$ cat src/rtl/mdp3_feed_arbiter.sv
// mdp3_feed_arbiter: shares one MDP3 parser between redundant feed channels A/B.
// Grants whole BEATS-beat messages round-robin, zero-pads stalled messages and
// tags each completion with its channel and a good/bad flag.
module mdp3_feed_arbiter #(
    parameter int unsigned BEATS   = 5,
    parameter int unsigned TIMEOUT = 16
) (
    input  logic        clk,
    input  logic        reset,
    input  logic        a_valid,
    input  logic [63:0] a_data,
    output logic        a_ready,
    input  logic        b_valid,
    input  logic [63:0] b_data,
    output logic        b_ready,
    output logic        data_valid,
    output logic [63:0] MESSAGE,
    input  logic        parser_ready,
    input  logic        message_ready,
    output logic        msg_done,
    output logic        msg_channel,
    output logic        msg_bad,
    output logic [15:0] a_msg_count,
    output logic [15:0] b_msg_count,
    output logic [7:0]  abort_count
);

    localparam int unsigned BW = (BEATS > 1) ? $clog2(BEATS) : 1;
    localparam int unsigned SW = $clog2(TIMEOUT + 1);
    localparam logic [BW-1:0] BEAT_LAST  = BW'(BEATS - 1);
    localparam logic [SW-1:0] STALL_LAST = SW'(TIMEOUT - 1);

    typedef enum logic [1:0] {
        S_IDLE,
        S_BURST,
        S_PAD,
        S_DONE
    } state_t;

    state_t        state_q, state_d;
    logic          grant_q, grant_d;
    logic          last_grant_q, last_grant_d;
    logic          bad_q, bad_d;
    logic [BW-1:0] beat_q, beat_d;
    logic [SW-1:0] stall_q, stall_d;
    logic          dv_q, dv_d;
    logic [63:0]   msg_q, msg_d;
    logic [15:0]   a_cnt_q, a_cnt_d;
    logic [15:0]   b_cnt_q, b_cnt_d;
    logic [7:0]    abort_q, abort_d;

    logic          sel_valid;
    logic [63:0]   sel_data;

    assign sel_valid = grant_q ? b_valid : a_valid;
    assign sel_data  = grant_q ? b_data  : a_data;

    // Next-state, handshake and completion decode for the grant FSM.
    always_comb begin
        state_d      = state_q;
        grant_d      = grant_q;
        last_grant_d = last_grant_q;
        bad_d        = bad_q;
        beat_d       = beat_q;
        stall_d      = stall_q;
        dv_d         = 1'b0;
        msg_d        = msg_q;
        a_cnt_d      = a_cnt_q;
        b_cnt_d      = b_cnt_q;
        abort_d      = abort_q;
        a_ready      = 1'b0;
        b_ready      = 1'b0;
        msg_done     = 1'b0;

        case (state_q)
            S_IDLE: begin
                if (parser_ready && (a_valid || b_valid)) begin
                    grant_d = (a_valid && b_valid) ? ~last_grant_q : b_valid;
                    beat_d  = '0;
                    stall_d = '0;
                    state_d = S_BURST;
                end
            end
            S_BURST: begin
                a_ready = ~grant_q;
                b_ready = grant_q;
                if (sel_valid) begin
                    msg_d   = sel_data;
                    dv_d    = 1'b1;
                    beat_d  = beat_q + 1'b1;
                    stall_d = '0;
                    if (beat_q == BEAT_LAST) begin
                        state_d      = S_DONE;
                        last_grant_d = grant_q;
                    end
                end else begin
                    stall_d = stall_q + 1'b1;
                    if (stall_q == STALL_LAST) begin
                        state_d = S_PAD;
                        bad_d   = 1'b1;
                        if (abort_q != '1) begin
                            abort_d = abort_q + 1'b1;
                        end
                    end
                end
            end
            S_PAD: begin
                dv_d   = 1'b1;
                msg_d  = '0;
                beat_d = beat_q + 1'b1;
                if (beat_q == BEAT_LAST) begin
                    state_d = S_DONE;
                end
            end
            S_DONE: begin
                if (message_ready && parser_ready) begin
                    msg_done = 1'b1;
                    bad_d    = 1'b0;
                    state_d  = S_IDLE;
                    if (!bad_q) begin
                        if (grant_q) begin
                            b_cnt_d = b_cnt_q + 1'b1;
                        end else begin
                            a_cnt_d = a_cnt_q + 1'b1;
                        end
                    end
                end
            end
            default: state_d = S_IDLE;
        endcase
    end

    // State and datapath registers with synchronous active-low reset.
    always_ff @(posedge clk) begin
        if (!reset) begin
            state_q      <= S_IDLE;
            grant_q      <= 1'b0;
            last_grant_q <= 1'b1;
            bad_q        <= 1'b0;
            beat_q       <= '0;
            stall_q      <= '0;
            dv_q         <= 1'b0;
            msg_q        <= '0;
            a_cnt_q      <= '0;
            b_cnt_q      <= '0;
            abort_q      <= '0;
        end else begin
            state_q      <= state_d;
            grant_q      <= grant_d;
            last_grant_q <= last_grant_d;
            bad_q        <= bad_d;
            beat_q       <= beat_d;
            stall_q      <= stall_d;
            dv_q         <= dv_d;
            msg_q        <= msg_d;
            a_cnt_q      <= a_cnt_d;
            b_cnt_q      <= b_cnt_d;
            abort_q      <= abort_d;
        end
    end

    assign data_valid  = dv_q;
    assign MESSAGE     = msg_q;
    assign msg_channel = msg_done & grant_q;
    assign msg_bad     = msg_done & bad_q;
    assign a_msg_count = a_cnt_q;
    assign b_msg_count = b_cnt_q;
    assign abort_count = abort_q;

endmodule

$ cat config.mk
export PLATFORM = sky130hd
export DESIGN_NAME = mdp3_feed_arbiter
export DESIGN_NICKNAME = d
export VERILOG_FILES = /design/src/rtl/mdp3_feed_arbiter.sv
export SDC_FILE = /design/constraint.sdc
export NUM_CORES = 1
export LEC_CHECK = 0
export ABC_AREA = 1
export CAP_MARGIN = 15
export CELL_PAD_IN_SITES_DETAIL_PLACEMENT = 1
export CELL_PAD_IN_SITES_GLOBAL_PLACEMENT = 1
export CORE_ASPECT_RATIO = 0.9
export CORE_MARGIN = 1.5
export CORE_UTILIZATION = 31
export DETAILED_ROUTE_END_ITERATION = 10
export PLACE_DENSITY_LB_ADDON = 0.1
export SYNTH_ARGS = -nofsm -noshare
export SYNTH_HDL_FRONTEND = slang
export SYNTH_SLANG_ARGS = --single-unit
$ cat constraint.sdc
create_clock -name clk -period 3.2 [get_ports clk]
set_input_delay 0.64 -clock clk [delete_from_list [all_inputs] [get_ports clk]]
set_output_delay 0.64 -clock clk [all_outputs]
set_load 0.02 [all_outputs]
Word level (Yosys, flattened, before mapping)

Cells that the tools add are included.

Register bits: 118
Bits of input ports: 134
Output and inout port bits: 110
Word-level logic and storage cells: 80

Add/sub/neg operators: 5
Equal/unequal tests: 12
Multiplexer cells: 27
Bitwise gates (word level): 6
Reductions and logical operators: 19

Operators by type and width:

| operator                                      | count |
|---|---|
| two-way mux 64 bit                            | 2 |
| case mux 64 bit (2 select lines)              | 1 |
| adder 16 x 1 -> 16 bit, second input constant | 2 |
| AND reduction 4 bit                           | 4 |
| two-way mux 1 bit                             | 10 |
| two-way mux 2 bit                             | 5 |
| two-way mux 5 bit                             | 2 |
| != test 2 bit, second input constant          | 5 |
| case mux 5 bit (2 select lines)               | 1 |
| case mux 3 bit (3 select lines)               | 1 |
| AND reduction 3 bit                           | 3 |
| adder 8 x 1 -> 8 bit, second input constant   | 1 |
| != test 8 bit, second input constant          | 1 |
| case mux 2 bit (4 select lines)               | 1 |
| two-way mux 3 bit                             | 2 |
| AND reduction 2 bit                           | 3 |
| nonzero test 2 bit                            | 3 |
| adder 5 x 1 -> 5 bit, second input constant   | 1 |
| == test 5 x 4 -> 1 bit, second input constant | 1 |
| == test 2 bit, second input constant          | 2 |
| inverter 1 bit                                | 4 |
| case mux 1 bit (2 select lines)               | 2 |
| adder 3 x 1 -> 3 bit, second input constant   | 1 |
| == test 3 bit, second input constant          | 1 |
| 7 further kinds                               | 10 |

Depth between registers and ports, before layout

Gate-level depths: netlist (run 1).

Depth after elaboration: 4
Mapped depth: 11
Mapped depth without buffers: 11

Worst setup path before layout (run 1)

Ideal clock, no wire load.

Path kind: input port to flip-flop
Start point: input message_ready
End point: register b_cnt_q[11], in the netlist b_msg_count[11]
Library setup time: 0.115 ns
Arrival: 1.764 ns
Data required time: 3.085 ns
Setup slack: 1.321 ns
Cell stages on the path: 7
Buffers on the path: 0
Cells stage by stage: nand3_1 > nor2_1 > nand2_2 > nor2_4 > nand3_1 > nand2_1 > nor2_1

Cells in the longest elaborated chain, start to end: 2

Ends and longest elaborated chain:

| element                       | RTL line | text |
|---|---|---|
| from (decl)                   | 19       | `input logic message_ready,` |
| logical AND 1 bit             | 116      | `if (message_ready && parser_ready) begin` |
| AND reduction 4 bit (no line) | -        |  |
| to (signal assigned)          | 157      | `b_cnt_q <= b_cnt_d;` |
| to (decl)                     | 49       | `logic [15:0] b_cnt_q, b_cnt_d;` |

Every way passes these cells.
A chain may end at the register's enable or synchronous reset.

Worst setup path in the final report (run 1)

Start point: register state_q[1]
End point: output a_ready

Cells in the longest elaborated chain, start to end: 2

Ends and longest elaborated chain:

| element                | RTL line | text |
|---|---|---|
| from (decl)            | 40       | `state_t state_q, state_d;` |
| from (signal assigned) | 148      | `state_q <= state_d;` |
| == test 2 x 1 -> 1 bit | 75       | `case (state_q)` |
| two-way mux 1 bit      | 75       |  |
| to (decl)              | 12       | `output logic a_ready,` |

Every way passes these cells.

==> results of run 1 <==
## worst min path at each step
stage                            startpoint                       to  cells after the start
CTS                 stall_q[3]$_SDFFE_PN0P_  stall_q[3]$_SDFFE_PN0P_                      2
global route        stall_q[3]$_SDFFE_PN0P_  stall_q[3]$_SDFFE_PN0P_                      2
global placement    stall_q[3]$_SDFFE_PN0P_  stall_q[3]$_SDFFE_PN0P_                      2
detailed placement  stall_q[3]$_SDFFE_PN0P_  stall_q[3]$_SDFFE_PN0P_                      2
floorplan           stall_q[3]$_SDFFE_PN0P_  stall_q[3]$_SDFFE_PN0P_                      2
finish              stall_q[3]$_SDFFE_PN0P_  stall_q[3]$_SDFFE_PN0P_                      2
## synth_stat cells
| cell | number |
|---|---|
| a211oi_1 | 1 |
| a21oi_1 | 31 |
| a22oi_1 | 1 |
| and3_1 | 2 |
| buf_1 | 3 |
| buf_2 | 16 |
| buf_4 | 1 |
| buf_6 | 1 |
| clkbuf_1 | 25 |
| clkbuf_2 | 1 |
| dfxtp_1 | 118 |
| ha_1 | 13 |
| inv_1 | 49 |
| inv_2 | 2 |
| nand2_1 | 111 |
| nand2_2 | 3 |
| nand3_1 | 26 |
| nand3b_1 | 1 |
| nand4_1 | 5 |
| nor2_1 | 330 |
| nor2_2 | 3 |
| nor2_4 | 2 |
| nor3_1 | 7 |
| nor3_2 | 1 |
| nor3b_1 | 1 |
| o21a_1 | 2 |
| o21ai_0 | 138 |
| o21ai_1 | 10 |
| o21ai_2 | 1 |
| o21bai_1 | 1 |
| xnor2_1 | 2 |
| xor2_1 | 5 |
## state kept, by name, indices dropped and copies added, names as in the netlist
name	flops
MESSAGE	64
a_msg_count	16
b_msg_count	16
abort_count	8
stall_q	5
beat_q	3
state_q	2
bad_q	1
data_valid	1
grant_q	1
last_grant_q	1
## placed cells by master, fill, tap and decap left out, types with 3 or more instances in the layout
cell             netlist  layout
clkinv_4               0       3
nor2_2                 3       3
inv_1                 49      48
nand3_1               26      26
nor3_1                 7       7
nand2_2                3       3
o21ai_0              138     138
o21ai_1               10      10
inv_6                  0       4
clkbuf_16              0      17
nand4_1                5       5
nand2_1              111     111
buf_4                  1       4
xor2_1                 5       5
a21oi_1               31      31
nor2_1               330     330
clkdlybuf4s50_1        0     242
ha_1                  13      13
dfxtp_1              118     117
## where the power goes
group          switching (mW)  total (mW)  internal [mW]
logic                   0.657        1.18          0.522
registers              0.0849        1.70           1.61
clock network           0.742        1.92           1.18
total                    1.48        4.80           3.31
## worst max-delay path, delay by kind of cell, from the launching register on
family	cells	cell delay, ns
adders and majority gates	1	0.43
DFF	1	0.35
buffers and inverters	3	0.96
and+or+nand+nor	1	0.11
## kinds of logic (layout without fill, tap and decap cells)
kind of cell | Yosys count | after routing | share of synthesized area
AND/OR/NAND/NOR | 492 | 492 | 0.332
AO/OA/AOI/OAI | 185 | 185 | 0.160
buffers and inverters | 98 | 332 | 0.0681
XOR/XNOR | 7 | 7 | 0.0104
flip-flops | 118 | 118 | 0.402
adder cells (fa/ha/maj) | 13 | 13 | 0.0277
other | 0 | 1 | 0
## metal layers
metal | up-vias | GRT usage
li1 | 3355 | -
met1 | 3060 | 0.251
met2 | 154 | 0.374
met3 | 25 | 0.0671
met4 | 2 | 0.0693
met5 | - | 0
## through the flow
step | cell area [um^2] | util | hold WS [ns] | cells
2_1_floorplan | 5880 | - | 0.439 | 913
3_3_place_gp | 8480 | 0.459 | 0.451 | 1360
3_5_place_dp | 8480 | 0.459 | 0.465 | 1360
4_1_cts | 9070 | 0.491 | 0.473 | 1392
5_1_grt | 9070 | 0.491 | 0.502 | 1393
6_report | 9070 | 0.491 | 0.472 | 1393
## cell type report
| cell class | instances | area [um^2] |
|---|---|---|
| fill | 2383 | 9390 |
| clock buffer | 19 | 443 |
| clock inverter | 13 | 146 |
| multi-input combinational | 697 | 3120 |
| antenna | 1 | 2.50 |
| timing repair buffer | 249 | 2500 |
| tap | 245 | 307 |
| inverter | 51 | 191 |
| sequential | 118 | 2360 |
==> run metrics, run 1 <==
status complete, no violations; Skew-Pair Late Insertion Delay 0.42 ns; CTS tree done; wire length on met3 1.25 mm; worst hold path type reg -> reg; clock skew 0.00944 ns; worst slew pin tran 0.654 ns; Critical Path, Cell by Cell inv_1 -> ha_1 -> inv_1 -> nor2_1 -> clkdlybuf4s50_1; Final HPWL DP 14.4 mm; pre-CTS setup slack 0.347 ns; Final min period 2.90 ns; Num CTS Buffers 17; worst setup path end a_ready; pin count of the biggest net entering global routing 74; final period utilization 0.907; Die ar. 19800 um^2; root buffer cell clkbuf_16; achievable frequency 344 MHz; crit path kind reg -> out; RePlAce Congestion 0.762; first-pass GRT wire length 34.0 mm; Highest Signal Layer met5; total gr overflow 0; H-tree depth 4; crit start category flip-flop; proportion of layout cells with a drive suffix above 1 0.0445; final wirelength 20.7 mm; row cnt 47; RSZ-0062 raised after global routing false; #FFs+latches synth 118; Max transition margin 0.564; Crit-path slowest cell clkdlybuf4s50_1; 1st-pass router iterations 4; syn avg cell area 6.44 um^2; # port buffers 243; # resized after CTS 0; reg2reg path depth 7; worst reg2reg setup slack 0.79 ns; Core ar. 18500 um^2; Worst Setup End Kind output pin; initial DRC count 198; VDD IR-drop max 0.376 mV; clk slew on worst S/H paths 0.06 ns; vias in the first global route 6756; Most common cell on crit path inv_1; Num Clock Sinks 118; Final setup viols 0; Area Overhead vs Synth 54.4%; fin nets 1281; Slew Viols, Final 0; final hold violation count 0; post-synthesis sequential area ratio 0.402; post-CTS setup buffers 0; met2 WL 9.87 mm; M1 WL 9.24 mm; Vias per Instance 4.74; Total GRT Usage 0.215; largest cells by area after synthesis dfxtp_1, nor2_1, o21ai_0; Initial Util 0.318; Leakage 3.65 nW; Setup WS post-layout 0.297 ns; Die Ht 134 um; Syn Nets 1060; maxcap violations 0; Cell Area, Synth 5880 um^2; crit path DAT 2.26 ns; DRC 0; r2r endpoint MESSAGE[2]$_SDFFE_PN0P_; Distinct cells, synth 32; FF-to-FF Start state_q[0]$_SDFFE_PN0P_; Crit path required time 2.56 ns; CTS hold repair buffers 0; initial antenna violation count 2; total chip power 4.80 mW; max incr delay on CP 0.66 ns; Bufs on Longest Clock Path 2; wire per inst 14.9 um; Cells after Synth 913; routed via count 6596; Max FO, Critical Path 10; Synth top area share 0.402; post-route ant nets 0; # IOs 244; Final TNS setup 0 ns; Worst Setup SP state_q[1]$_SDFFE_PN0P_; die width 148 um; synth warn 0; power per cell area 529 nW/um^2; Yosys top cell by area dfxtp_1
No activity file was read; power rests on OpenSTA's default activity.
==> inputs of run 2 (changes only) <==
--- a/config.mk
+++ b/config.mk
@@ -11,8 +11,9 @@
 export CELL_PAD_IN_SITES_GLOBAL_PLACEMENT = 1
 export CORE_ASPECT_RATIO = 0.9
 export CORE_MARGIN = 1.5
-export CORE_UTILIZATION = 31
+export CORE_UTILIZATION = 46
 export DETAILED_ROUTE_END_ITERATION = 10
+export DONT_BUFFER_PORTS = 1
 export PLACE_DENSITY_LB_ADDON = 0.1
 export SYNTH_ARGS = -nofsm -noshare
 export SYNTH_HDL_FRONTEND = slang
==> run 2 against run 1 <==
Register-to-register slack improved by 0.10 ns. Clock power shrank 6%. Hold slack got worse by 0.13 ns. Global-route usage increased by 5.2 points. Routed wire length down 14%. Count of clock-buffer cells in the layout grew 8. Die area fell by 32%. Sequential share of layout area grew 10 points. Critical endpoint unchanged. Highest routed layer is now met4.
==> run metrics, run 2 (same netlist as run 1, synthesis figures left out) <==
Bufs on Longest Clock Path 2 (unchanged); # resized after CTS 0 (unchanged); proportion of layout cells with a drive suffix above 1 0.0509 (+0.00648); CTS tree done; commonest cells after routing, fill and taps aside nor2_1, o21ai_0, dfxtp_1, nand2_1, inv_1; final hold violation count 0 (unchanged); 1st-pass router iterations 4 (unchanged); die width 122 um (-18%); Most common cell on crit path inv_1; status complete, no violations; Die ar. 13500 um^2 (-32%); post-route ant nets 0 (unchanged); total gr overflow 0 (unchanged); DRC 0 (unchanged); post-CTS setup buffers 0 (unchanged); vias in the first global route 6006 (-11%); total chip power 4.27 mW (-11%); switch share 0.304 (-0.00585); routed via count 5781 (-12%); pin count of the biggest net entering global routing 102 (+38%); initial antenna violation count 1 (-1); pre-CTS setup slack 0.931 ns (+0.584 ns); VDD IR-drop max 0.347 mV (-7.8%); maxcap violations 0 (unchanged); power per cell area 656 nW/um^2 (+24%); Final setup viols 0 (unchanged); Max FO, Critical Path 10 (unchanged); crit path DAT 1.94 ns (-0.32 ns); initial DRC count 306 (+55%); # port buffers 0 (-100%); Final HPWL DP 12.6 mm (-12%); combinational power share 0.134 (-0.112); Sequential Power Share 0.443 (+0.089); achievable frequency 388 MHz (+13%); Num CTS Buffers 17 (unchanged); Die Ht 110 um (-18%); area of the multi-input gates 3120 um^2 (unchanged); Final min period 2.58 ns (-0.327 ns); most common cell after layout, fill and taps aside nor2_1; Skew-Pair Late Insertion Delay 0.41 ns (about the same); Largest register FFs 64 (unchanged); Crit path required time 2.56 ns (about the same); Final Cell Area 6510 um^2 (-28%); Hold WS 0.337 ns (-0.135 ns); placed inst area 5940 um^2 (-30%); crit path kind reg -> out; fin nets 1039 (-19%); wire per inst 16.8 um (+13%); final period utilization 0.805 (-0.102); row cnt 38 (-19%); clock skew 0.00515 ns (-0.00429 ns); Final TNS setup 0 ns (unchanged); Core ar. 12300 um^2 (-34%); Num Clock Sinks 118 (unchanged); RSZ-0062 raised after global routing false; root buffer cell clkbuf_16; Crit-path slowest cell ha_1; first-pass GRT wire length 28.5 mm (-16%); Vias per Instance 5.43 (+15%); worst slew pin tran 0.586 ns (-0.0678 ns); Setup WS post-layout 0.624 ns (+0.327 ns); Critical Path, Cell by Cell inv_1 -> ha_1 -> inv_1 -> nor2_1; Slew Viols, Final 0 (unchanged); Leakage 2.74 nW (-25%); H-tree depth 4 (unchanged); clock power share 0.424 (+0.024); Int Pwr 2.98 mW (-10%); # fillers 1673 (-30%); Psw 1.30 mW (-13%); worst hold path type in -> reg; final wirelength 17.8 mm (-14%); RePlAce Congestion 0.818 (+7.5%); clk slew on worst S/H paths 0.05 ns (about the same); crit start category flip-flop; Initial Util 0.479 (+0.161); Area Overhead vs Synth 10.7%; Max transition margin 0.606 (+0.0426); Worst Setup End Kind output pin; worst reg2reg setup slack 0.89 ns (+0.10 ns); Sequential Area 2360 um^2 (unchanged); CTS hold repair buffers 0 (unchanged); # IOs 244 (unchanged); Total GRT Usage 0.267 (+0.0523); max incr delay on CP 0.48 ns (-0.18 ns)
[run 2: critical path, delay by kind of cell, from the launching register on]
family | cells | cell delay, ns
flops | 1 | 0.35
buf+inv | 2 | 0.30
simple gates | 1 | 0.40
fa+ha+maj | 1 | 0.48
[run 2: power by group through the flow]
stage | sequential [mW] | clock [mW] | combinational (mW)
global placement | 1.92 | 0 | 0.533
finish | 1.89 | 1.81 | 0.571
CTS | 1.89 | 1.84 | 0.580
global route | 1.91 | 1.90 | 0.672
detailed placement | 1.92 | 0 | 0.573
floorplan | 1.86 | 0 | 0.472
[run 2: final cells by class]
type / instances / area share
timing repair buffer: 7 / 0.0100
tap: 160 / 0.0308
antenna: 1 / 0.000384
inverter: 51 / 0.0294
multi-input combinational: 697 / 0.480
clock buffer: 27 / 0.0804
sequential: 118 / 0.363
clock inverter: 3 / 0.00615
[run 2: final timing paths]
path | start | to | cells past startpoint
max reg2reg | grant_q$_SDFFE_PN0P_ | MESSAGE[16]$_SDFFE_PN0P_ | 8
min | reset | last_grant_q$_SDFFE_PN1P_ | 1
min reg2reg | stall_q[3]$_SDFFE_PN0P_ | stall_q[3]$_SDFFE_PN0P_ | 2
max | state_q[1]$_SDFFE_PN0P_ | a_ready | 4
[run 2: through the flow]
stage / utilization / cells
detailed placement: 0.484 / 1033
CTS: 0.530 / 1063
global placement: 0.484 / 1033
floorplan: - / 913
finish: 0.531 / 1064
global route: 0.531 / 1064
[run 2: metal layers]
metal / track usage / share of wire / routed length [um] / vias up
met5: 0 / 0 / 0 / -
met4: 0.0980 / 0.021 / 368 / 0
met3: 0.0885 / 0.073 / 1310 / 31
met2: 0.482 / 0.50 / 8940 / 179
met1: 0.294 / 0.41 / 7240 / 2702
li1: - / - / - / 2869
